<file path="config.mk">
export PLATFORM = sky130hd
export DESIGN_NAME = aes_wb_master
export DESIGN_NICKNAME = d
export VERILOG_FILES = /design/src/rtl/aes_wb_master.sv
export SDC_FILE = /design/constraint.sdc
export NUM_CORES = 1
export LEC_CHECK = 0
export CAP_MARGIN = 5
export CORE_AREA = 2 2 220 222
export DETAILED_ROUTE_END_ITERATION = 10
export DIE_AREA = 0 0 222 224
export PLACE_DENSITY = 0.88
export SETUP_SLACK_MARGIN = 0.2
export SYNTH_ARGS = -nofsm -noshare
export SYNTH_HDL_FRONTEND = slang
export SYNTH_SLANG_ARGS = --single-unit
export TNS_END_PERCENT = 30
</file>
<file path="constraint.sdc">
create_clock -name wb_clk_i -period 34 [get_ports wb_clk_i]
set_input_delay 5.1 -clock wb_clk_i [delete_from_list [all_inputs] [get_ports wb_clk_i]]
set_output_delay 5.1 -clock wb_clk_i [all_outputs]
set_load 0.02 [all_outputs]
</file>
<file path="src/rtl/aes_wb_master.sv">
// Wishbone classic master that runs one AES-192 job: it writes the operands, pulses start, polls
// status and reads back the ciphertext. Define AES_WB_POLL_TIMEOUT_EN to bound the poll loop.
module aes_wb_master #(
  parameter logic [31:0] BASE_ADDR  = 32'h0000_0000,
  parameter int unsigned POLL_LIMIT = 1024
) (
  input  logic         wb_clk_i,
  input  logic         wb_rst_i,
  input  logic         req_valid_i,
  output logic         req_ready_o,
  input  logic [127:0] req_pt_i,
  input  logic [191:0] req_key_i,
  output logic         rsp_valid_o,
  input  logic         rsp_ready_i,
  output logic [127:0] rsp_ct_o,
  output logic         rsp_err_o,
  output logic         busy_o,
  output logic [31:0]  wb_adr_o,
  output logic [31:0]  wb_dat_o,
  output logic [3:0]   wb_sel_o,
  output logic         wb_we_o,
  output logic         wb_cyc_o,
  output logic         wb_stb_o,
  input  logic [31:0]  wb_dat_i,
  input  logic         wb_ack_i,
  input  logic         wb_err_i
);

  typedef enum logic [2:0] {StIdle, StWrite, StStartHi, StStartLo, StPoll, StRead, StResp} state_e;

  state_e       state_q, state_d;
  logic         gap_q, gap_d;   // idle cycle after each completed access
  logic [3:0]   word_q, word_d;
  logic         err_q, err_d;
  logic [127:0] pt_q, ct_q;
  logic [191:0] key_q;
  logic         accept, strobe, done, poll_timeout;
  logic [319:0] payload;
  logic [8:0]   wr_sel;
  logic [31:0]  wr_word;

  assign accept  = (state_q == StIdle) & req_valid_i;
  assign strobe  = (state_q inside {StWrite, StStartHi, StStartLo, StPoll, StRead}) & ~gap_q;
  assign done    = strobe & (wb_ack_i | wb_err_i);
  assign payload = {key_q, pt_q};
  assign wr_sel  = {word_q - 4'd1, 5'd0};

  always_comb begin
    wr_word = '0;
    if (word_q >= 4'd1 && word_q <= 4'd10) wr_word = payload[wr_sel +: 32];
  end

`ifdef AES_WB_POLL_TIMEOUT_EN
  localparam int unsigned CntW = $clog2(POLL_LIMIT + 1);
  logic [CntW-1:0] poll_cnt_q;

  always_ff @(posedge wb_clk_i or posedge wb_rst_i) begin
    if (wb_rst_i) begin
      poll_cnt_q <= '0;
    end else if (state_q == StStartLo && done) begin
      poll_cnt_q <= '0;
    end else if (state_q == StPoll && done && !wb_err_i && !wb_dat_i[0]) begin
      poll_cnt_q <= poll_cnt_q + 1'b1;
    end
  end

  // True while the read in flight would be the POLL_LIMIT-th not-ready status
  assign poll_timeout = (poll_cnt_q == CntW'(POLL_LIMIT - 1));
`else
  assign poll_timeout = 1'b0;
`endif

  always_ff @(posedge wb_clk_i or posedge wb_rst_i) begin
    if (wb_rst_i) begin
      state_q <= StIdle;
      gap_q   <= 1'b0;
      word_q  <= '0;
      err_q   <= 1'b0;
    end else begin
      state_q <= state_d;
      gap_q   <= gap_d;
      word_q  <= word_d;
      err_q   <= err_d;
    end
  end

  always_ff @(posedge wb_clk_i or posedge wb_rst_i) begin
    if (wb_rst_i) begin
      pt_q  <= '0;
      key_q <= '0;
      ct_q  <= '0;
    end else if (accept) begin
      pt_q  <= req_pt_i;
      key_q <= req_key_i;
      ct_q  <= '0;
    end else if (done && wb_err_i) begin
      ct_q  <= '0;
    end else if (done && state_q == StRead) begin
      ct_q  <= {ct_q[95:0], wb_dat_i};
    end
  end

  always_comb begin
    state_d = state_q;
    gap_d   = gap_q;
    word_d  = word_q;
    err_d   = err_q;
    unique case (state_q)
      StIdle: begin
        if (req_valid_i) begin
          state_d = StWrite;
          word_d  = 4'd1;
          gap_d   = 1'b0;
          err_d   = 1'b0;
        end
      end
      StResp: begin
        if (gap_q) gap_d = 1'b0;
        else if (rsp_ready_i) state_d = StIdle;
      end
      default: begin
        if (gap_q) begin
          gap_d = 1'b0;
        end else if (wb_err_i) begin
          state_d = StResp;
          gap_d   = 1'b1;
          err_d   = 1'b1;
        end else if (wb_ack_i) begin
          gap_d = 1'b1;
          case (state_q)
            StWrite: begin
              if (word_q == 4'd10) begin
                state_d = StStartHi;
                word_d  = 4'd0;
              end else begin
                word_d  = word_q + 4'd1;
              end
            end
            StStartHi: state_d = StStartLo;
            StStartLo: begin
              state_d = StPoll;
              word_d  = 4'd11;
            end
            StPoll: begin
              if (wb_dat_i[0]) begin
                state_d = StRead;
                word_d  = 4'd12;
              end else if (poll_timeout) begin
                state_d = StResp;
                err_d   = 1'b1;
              end
            end
            StRead: begin
              if (word_q == 4'd15) state_d = StResp;
              else word_d = word_q + 4'd1;
            end
            default: state_d = StIdle;
          endcase
        end
      end
    endcase
  end

  always_comb begin
    req_ready_o = (state_q == StIdle);
    busy_o      = (state_q != StIdle);
    rsp_valid_o = (state_q == StResp) & ~gap_q;
    rsp_err_o   = rsp_valid_o & err_q;
    rsp_ct_o    = rsp_valid_o ? ct_q : '0;
    wb_cyc_o    = strobe;
    wb_stb_o    = strobe;
    wb_sel_o    = 4'hF;
    wb_we_o     = strobe & (state_q inside {StWrite, StStartHi, StStartLo});
    wb_adr_o    = strobe ? BASE_ADDR + {26'd0, word_q, 2'b00} : '0;
    wb_dat_o    = '0;
    if (wb_we_o) begin
      if (state_q == StWrite) wb_dat_o = wr_word;
      else if (state_q == StStartHi) wb_dat_o = 32'h1;
    end
  end

endmodule
</file>
==> summary.md, run 1 <==
| Metric | Value |
|---|---|
| Global routing usage on met3 | `7.40%` |
| Final Max Tran Viols | `0` |
| Final WL | `73400 um` |
| Post-CTS sizing | `0` |
| Total chip power | `2.44 mW` |
| H-Tree Level Count | `2` |
| Die area | `49700 um2` |
| #FFs+latches synth | `457` |
| Worst Max-Slew Pin Slew | `1.32 ns` |
| FF-to-FF path depth | `6` |
| Gr busiest metal | `met2` |
| Vias post-DR | `19400` |
| Starting Density | `47.3%` |
| Fin Hold WS | `0.470 ns` |
| Area leader, netlist | `dfrtp_1` |
| Vias in the first global route | `18900` |
| Input/output buffers | `528` |
| Nets | `3288` |
| Clk_skew | `0.0255 ns` |
| First-pass GRT wire length | `111000 um` |
| Count leader, synth | `nand2_1` |
| Core area | `47300 um2` |
| Post-Place Setup Slack | `24.07 ns` |
| Leak | `13.6 nW` |
| WHS Endpoint | `key_q[181]` |
| CTS Hold Buffers Added | `0` |
| Ys Warns | `0` |
| Status | `finished clean` |
| Worst-path clk slew | `0.06 ns` |
| Final non-filler cell total | `3583` |
| Distinct cell type count after synthesis | `60` |
| Vias per cell | `5.42` |
| Die width | `222 um` |
| Minimum clock period | `10.48 ns` |
| Startpoint types | `flip-flop` |
| Met1 Use GR | `37.4%` |
| Row cnt | `80` |
| Ports | `561` |
| Final worst slack | `23.52 ns` |
| Antenna violations before repair | `11` |
| Iteration-0 DRC count of the detailed router | `2362` |
| Reg-to-Reg End | `ct_q[18]` |
| Power Dens Cells | `83.5 nW/um2` |
| Reg-to-reg slack, setup | `29.85 ns` |
| Pre-Repair DR Iteration Count | `6` |
| Worst-Skew Late Latency | `0.60 ns` |
| Clock share of power | `22.0%` |
| Share of the yosys chip area belonging to registers | `51.0%` |
| Post-detailed-route wirelength per cell | `20.5 um` |
| Area Overhead vs Synth | `30.4%` |
| CTS tree | `built` |
| MaxCap Viol Count | `0` |
| Largest net degree at the start of global routing | `243` |
| Combinational share of power | `41.3%` |
| DRC | `0` |
| Share of post-route cells with drive strength above 1 | `9.58%` |
| Hold WC Path Type | `reg -> reg` |
| Clk Tree Root Cell | `clkbuf_16` |
| Post-DRT Antenna Nets | `0` |
| Fin crit share | `30.8%` |
| Rel. slew slack | `11.7%` |
| Hold Vio Cnt, Final | `0` |
| Mapped Area | `22400 um2` |
| Sw Ratio | `41.2%` |
| Met2 Resource Use GR | `46.9%` |
| Critical register-to-register path startpoint | `state_q[0]` |
| Pint | `1.43 mW` |
| Final global-route overflow total | `0` |
| Fin util | `61.7%` |
| Async set-or-reset flop fraction in the synthesized netlist | `100%` |
| Sw power | `1.00 mW` |
| CP arrival | `5.38 ns` |
| Worst hold start | `key_q[181]` |
| Post-route cell area | `29200 um2` |
| GPL Wtd Cong | `0.896` |
| Die span in y | `224 um` |
| CTS Sinks | `457` |
| Detailed Place HPWL | `51000 um` |
| Worst Path Required | `28.90 ns` |
| Clock Path Buffers | `3` |
| Hold path depth | `2` |
| Placed Cells | `3491` |
| GRT Util Overall | `29.0%` |
| Critical Setup Path Class | `reg -> out` |
| Final Setup Violations | `0` |
| Crit end category | `output port` |
| Critical path peak fanout | `66` |
| Postcts setup bufs | `0` |
| Setup tns final | `0 ns` |
| Mapped Cells | `2510` |
| Yosys top cell area share | `51.0%` |
| Fmax | `0.0954 GHz` |
| CTS buffer count | `48` |
| VDD IR max | `56.6 uV` |
| Area contributors post-synth | `dfrtp_1 (51%), nand2_1 (22%), mux4_2 (6.4%), a21oi_2 (4.3%), and2_1 (3.8%)` |
| Register share of total power | `36.7%` |
| Post-synth top cells | `nand2_1 (1287), dfrtp_1 (457), and2_1 (135)` |
| Unrepaired setup endpoints after global routing | `no` |
| Dominant synthesized flop cell | `dfrtp_1` |
| Syn avg cell area | `8.93 um2` |
| Post-synth EDFFs | `0` |
| Placed instance area | `27600 um2` |
## per-layer routing
metal  routed length (um)  up-vias
met5                   41        -
met2                34600     1101
met3                 7490      178
met4                 3270        6
li1                     -     8772
met1                28000     9367
## power by group through the flow
stage                     sequential, mW  clock (mW)  combinational [mW]
after floorplan                    0.825           0               0.750
after global placement             0.888           0               0.966
after detailed placement           0.896           0               0.991
after CTS                          0.892       0.541                1.00
after global routing               0.917       0.562                1.09
final                              0.895       0.536                1.01
## registers in the layout, indices dropped and copies added (netlist names)
register / count
key_q: 192
ct_q: 128
pt_q: 128
word_q: 4
state_q: 3
err_q: 1
gap_q: 1
## how the worst max path moves through the flow
stage | start | to | depth (start not counted)
2_1_floorplan | wb_rst_i | ct_q[0] | 1
3_3_place_gp | word_q[0] | wb_dat_o[0] | 6
3_5_place_dp | word_q[0] | wb_dat_o[0] | 6
4_1_cts | word_q[0] | wb_dat_o[0] | 6
5_1_grt | word_q[0] | wb_dat_o[0] | 6
6_report | word_q[0] | wb_dat_o[0] | 6
## critical path: stages, from the launching register on
cell             delay [ns]
dfrtp_4                1.07
inv_1                  0.23
ha_4                   0.99
nand2_1                1.09
o21ai_0                0.43
a32o_1                 0.29
clkdlybuf4s50_1        0.66
## area by class of cell
class,instances,area (um2)
clock inverters,18,213
multi-input cells,1866,9900
inverters,11,53.8
fillers,3653,18100
diodes,5,12.5
repair buffers,542,5430
well taps,615,769
clock buffers,69,1400
flip-flops and latches,457,11400
## cells in the final DEF, fill, tap and decap left out, types with 11 or more instances in the layout
cell and count:
a21oi_2 110, a21oi_1 27, and3_1 32, clkdlybuf4s50_1 528, nand3_1 33, and2_1 135
mux2i_1 33, o21ai_0 42, clkbuf_16 48, conb_1 32, clkbuf_8 12, nand2_1 1287
dfrtp_1 456, buf_4 11, mux4_2 64
## logic make-up after synthesis
logic type / after synthesis / synth area share [%]
AND/OR/NAND/NOR: 1522 / 27.9
flip-flops: 457 / 51.0
buffers and inverters: 217 / 5.70
AO/OA/AOI/OAI: 204 / 6.86
multiplexers: 98 / 7.96
XOR/XNOR: 6 / 0.235
adder cells (fa/ha/maj): 4 / 0.223
other: 2 / 0.0335
Note: power is estimated with default switching activity, not from simulation.
==> inputs of run 2 (changes only) <==
--- a/config.mk
+++ b/config.mk
@@ -6,10 +6,10 @@
 export NUM_CORES = 1
 export LEC_CHECK = 0
 export CAP_MARGIN = 5
-export CORE_AREA = 2 2 220 222
+export CORE_AREA = 2 2 215 217
 export DETAILED_ROUTE_END_ITERATION = 10
-export DIE_AREA = 0 0 222 224
-export PLACE_DENSITY = 0.88
+export DIE_AREA = 0 0 217 219
+export PLACE_DENSITY = 0.92
 export SETUP_SLACK_MARGIN = 0.2
 export SYNTH_ARGS = -nofsm -noshare
 export SYNTH_HDL_FRONTEND = slang
==> constraint.sdc (replaced) <==
create_clock -name wb_clk_i -period 10.2 [get_ports wb_clk_i]
set_input_delay 1.53 -clock wb_clk_i [delete_from_list [all_inputs] [get_ports wb_clk_i]]
set_output_delay 1.53 -clock wb_clk_i [all_outputs]
set_load 0.02 [all_outputs]
==> run 2 against run 1 <==
  * Register-to-register slack got worse by 24 ns
  * Non-clock buffer count increased by 4
  * Worst setup slack got worse by 19 ns
  * Die area decreased by 4.4%
  * Combinational power increased to 3.3 times the previous value
  * Sequential share of layout area decreased by 0.062 points
  * Sequential power increased to 3.4 times the previous value
  * Largest power group unchanged
==> summary.md, run 2 (same netlist as run 1, synthesis figures left out) <==
| Metric | Value |
|---|---|
| Largest register FFs | `192 (unchanged)` |
| Worst Max-Slew Pin Slew | `1.16 ns (-0.161 ns)` |
| Vias in the first global route | `19200 (+1.3%)` |
| GRT Util Overall | `32.2% (+3.2 points)` |
| Regs by FF count | `key_q (192), ct_q (128), pt_q (128)` |
| Most common cell after layout, fill and taps aside | `nand2_1` |
| MaxCap Viol Count | `0 (unchanged)` |
| Most frequent cells in the layout | `nand2_1 (1287), clkdlybuf4s50_1 (528), dfrtp_1 (456)` |
| Hold WC Path Type | `reg -> reg` |
| Hold Vio Cnt, Final | `0 (unchanged)` |
| CTS Hold Buffers Added | `0 (unchanged)` |
| Crit end category | `output port` |
| Post-detailed-route wirelength per cell | `21.6 um (+5.5%)` |
| Vias per cell | `5.52 (+1.8%)` |
| Worst-Skew Late Latency | `0.60 ns (about the same)` |
| H-Tree Level Count | `2 (unchanged)` |
| Post-Place Setup Slack | `4.76 ns (-19.31 ns)` |
| Antenna violations before repair | `10 (-1)` |
| Critical Setup Path Class | `reg -> out` |
| DRC | `0 (unchanged)` |
| Fmax | `0.164 GHz` |
| Fin util | `64.9% (+3.2 points)` |
| Status | `finished clean` |
| Hold path depth | `2 (unchanged)` |
| Die area | `47500 um2 (-4.4%)` |
| Rel. slew slack | `22.5% (+11 points)` |
| Iteration-0 DRC count of the detailed router | `2332 (-1.3%)` |
| Starting Density | `49.7% (+2.4 points)` |
| Worst Path Required | `8.67 ns (-20.23 ns)` |
| Fin crit share | `59.8%` |
| CP arrival | `4.57 ns (-0.81 ns)` |
| Critical path peak fanout | `66 (unchanged)` |
| Clock Path Buffers | `3 (unchanged)` |
| Gr busiest metal | `met2` |
| Share of post-route cells with drive strength above 1 | `9.78% (+0.20 points)` |
| Post-CTS sizing | `0 (unchanged)` |
| Final WL | `77300 um (+5.3%)` |
| Unrepaired setup endpoints after global routing | `no` |
| Post-DRT Antenna Nets | `0 (unchanged)` |
| Fill count | `3497 (-4.3%)` |
| Clk_skew | `0.0237 ns (-0.00179 ns)` |
| FF-to-FF path depth | `6 (unchanged)` |
| First-pass GRT wire length | `116000 um (+4.3%)` |
| Nets | `3292 (+0.12%)` |
| Final worst slack | `4.10 ns (-19.42 ns)` |
| Met1 Use GR | `41.1% (+3.8 points)` |
| Startpoint types | `flip-flop` |
| Largest net degree at the start of global routing | `237 (-2.5%)` |
| Met2 Resource Use GR | `50.8% (+3.9 points)` |
| Leak | `13.7 nW (+0.24%)` |
| Pre-Repair DR Iteration Count | `6 (unchanged)` |
| Final Setup Violations | `0 (unchanged)` |
| Global routing usage on met3 | `7.87% (+0.47 points)` |
| Minimum clock period | `6.10 ns` |
| Core area | `45100 um2 (-4.8%)` |
| Input/output buffers | `528 (unchanged)` |
| Detailed Place HPWL | `55000 um (+7.9%)` |
| Area Overhead vs Synth | `30.6%` |
| VDD IR max | `191 uV (+240%)` |
| Worst-path clk slew | `0.06 ns (about the same)` |
| Die width | `217 um (-2.3%)` |
| CTS Sinks | `457 (unchanged)` |
| Final global-route overflow total | `0 (unchanged)` |
| Setup tns final | `0 ns (unchanged)` |
| Clk Tree Root Cell | `clkbuf_16` |
| Most flops, register | `key_q` |
| Final Max Tran Viols | `0 (unchanged)` |
| CTS buffer count | `48 (unchanged)` |
| Postcts setup bufs | `0 (unchanged)` |
| Die span in y | `219 um (-2.2%)` |
| Vias post-DR | `19700 (+1.6%)` |
| Power Dens Cells | `280 nW/um2 (+240%)` |
| Ports | `561 (unchanged)` |
| CTS tree | `built` |
| Row cnt | `78 (-2.5%)` |
| GPL Wtd Cong | `0.945 (+5.4%)` |
run 2: changes by cell type in the layout (fill, tap and decap cells not counted):
| cell | before | now |
|---|---|---|
| diode_2 | 5 | 11 |
| clkbuf_1 | 9 | 4 |
| clkinvlp_4 | 3 | 4 |
| clkinv_4 | 3 | 2 |
| buf_12 | 3 | 2 |
| clkbuf_8 | 12 | 11 |
| inv_8 | 2 | 0 |
| inv_6 | 0 | 1 |
| inv_16 | 1 | 0 |
| clkinv_16 | 1 | 0 |
| buf_4 | 11 | 16 |
| clkinv_2 | 7 | 9 |
| bufinv_16 | 2 | 6 |
run 2: final timing paths:
check                           startpoint      endpoint  slack (ns)
worst max register to register  state_q[0]      ct_q[18]        6.05
worst max-delay path             word_q[1]  wb_dat_o[27]        4.10
worst min-delay path              pt_q[51]      pt_q[51]        0.47
worst min register to register    pt_q[51]      pt_q[51]        0.47
max in group asynchronous         wb_rst_i      ct_q[22]        6.56
min in group asynchronous         wb_rst_i    key_q[181]        1.29
run 2: stage by stage:
| stage | power (mW) | instances | cell area (um2) | hold WS (ns) |
|---|---|---|---|---|
| floorplan | 5.25 | 2540 | 22500 | 0.440 |
| finish | 8.21 | 3575 | 29300 | 0.472 |
| global route | 8.63 | 3571 | 29300 | 0.495 |
| CTS | 8.17 | 3564 | 29200 | 0.473 |
| detailed placement | 6.28 | 3480 | 27600 | 0.458 |
| global placement | 6.19 | 3480 | 27600 | 0.452 |
run 2: layer usage:
metal | vias up | part of all wire (%)
li1 | 8789 | -
met2 | 1176 | 47
met1 | 9559 | 38
met5 | - | 0.021
met3 | 212 | 10
met4 | 2 | 5.7
run 2: power by group:
group          total (mW)  internal [mW]  switching [mW]  leakage (nW)
Clock                1.85           1.09           0.754         0.811
Sequential           3.01           2.47           0.538          5.91
Combinational        3.35           1.29            2.06          6.94
run 2: cell type report:
class                      count  area, um2  share of cell area [%]
multi-input combinational   1866       9900                    33.8
antenna                       11       27.5                  0.0941
inverter                      11       50.0                   0.171
tap                          600        751                    2.57
sequential                   457      11400                    39.1
timing repair buffer         546       5450                    18.6
clock inverter                21        282                   0.962
clock buffer                  63       1370                    4.67
run 2: worst max-delay path: stages, from the launching register on:
cell	delay (ns)
dfrtp_1	0.51
inv_1	0.15
ha_4	0.92
nand2_1	0.98
o21ai_0	0.55
and3_1	0.25
clkdlybuf4s50_1	0.62
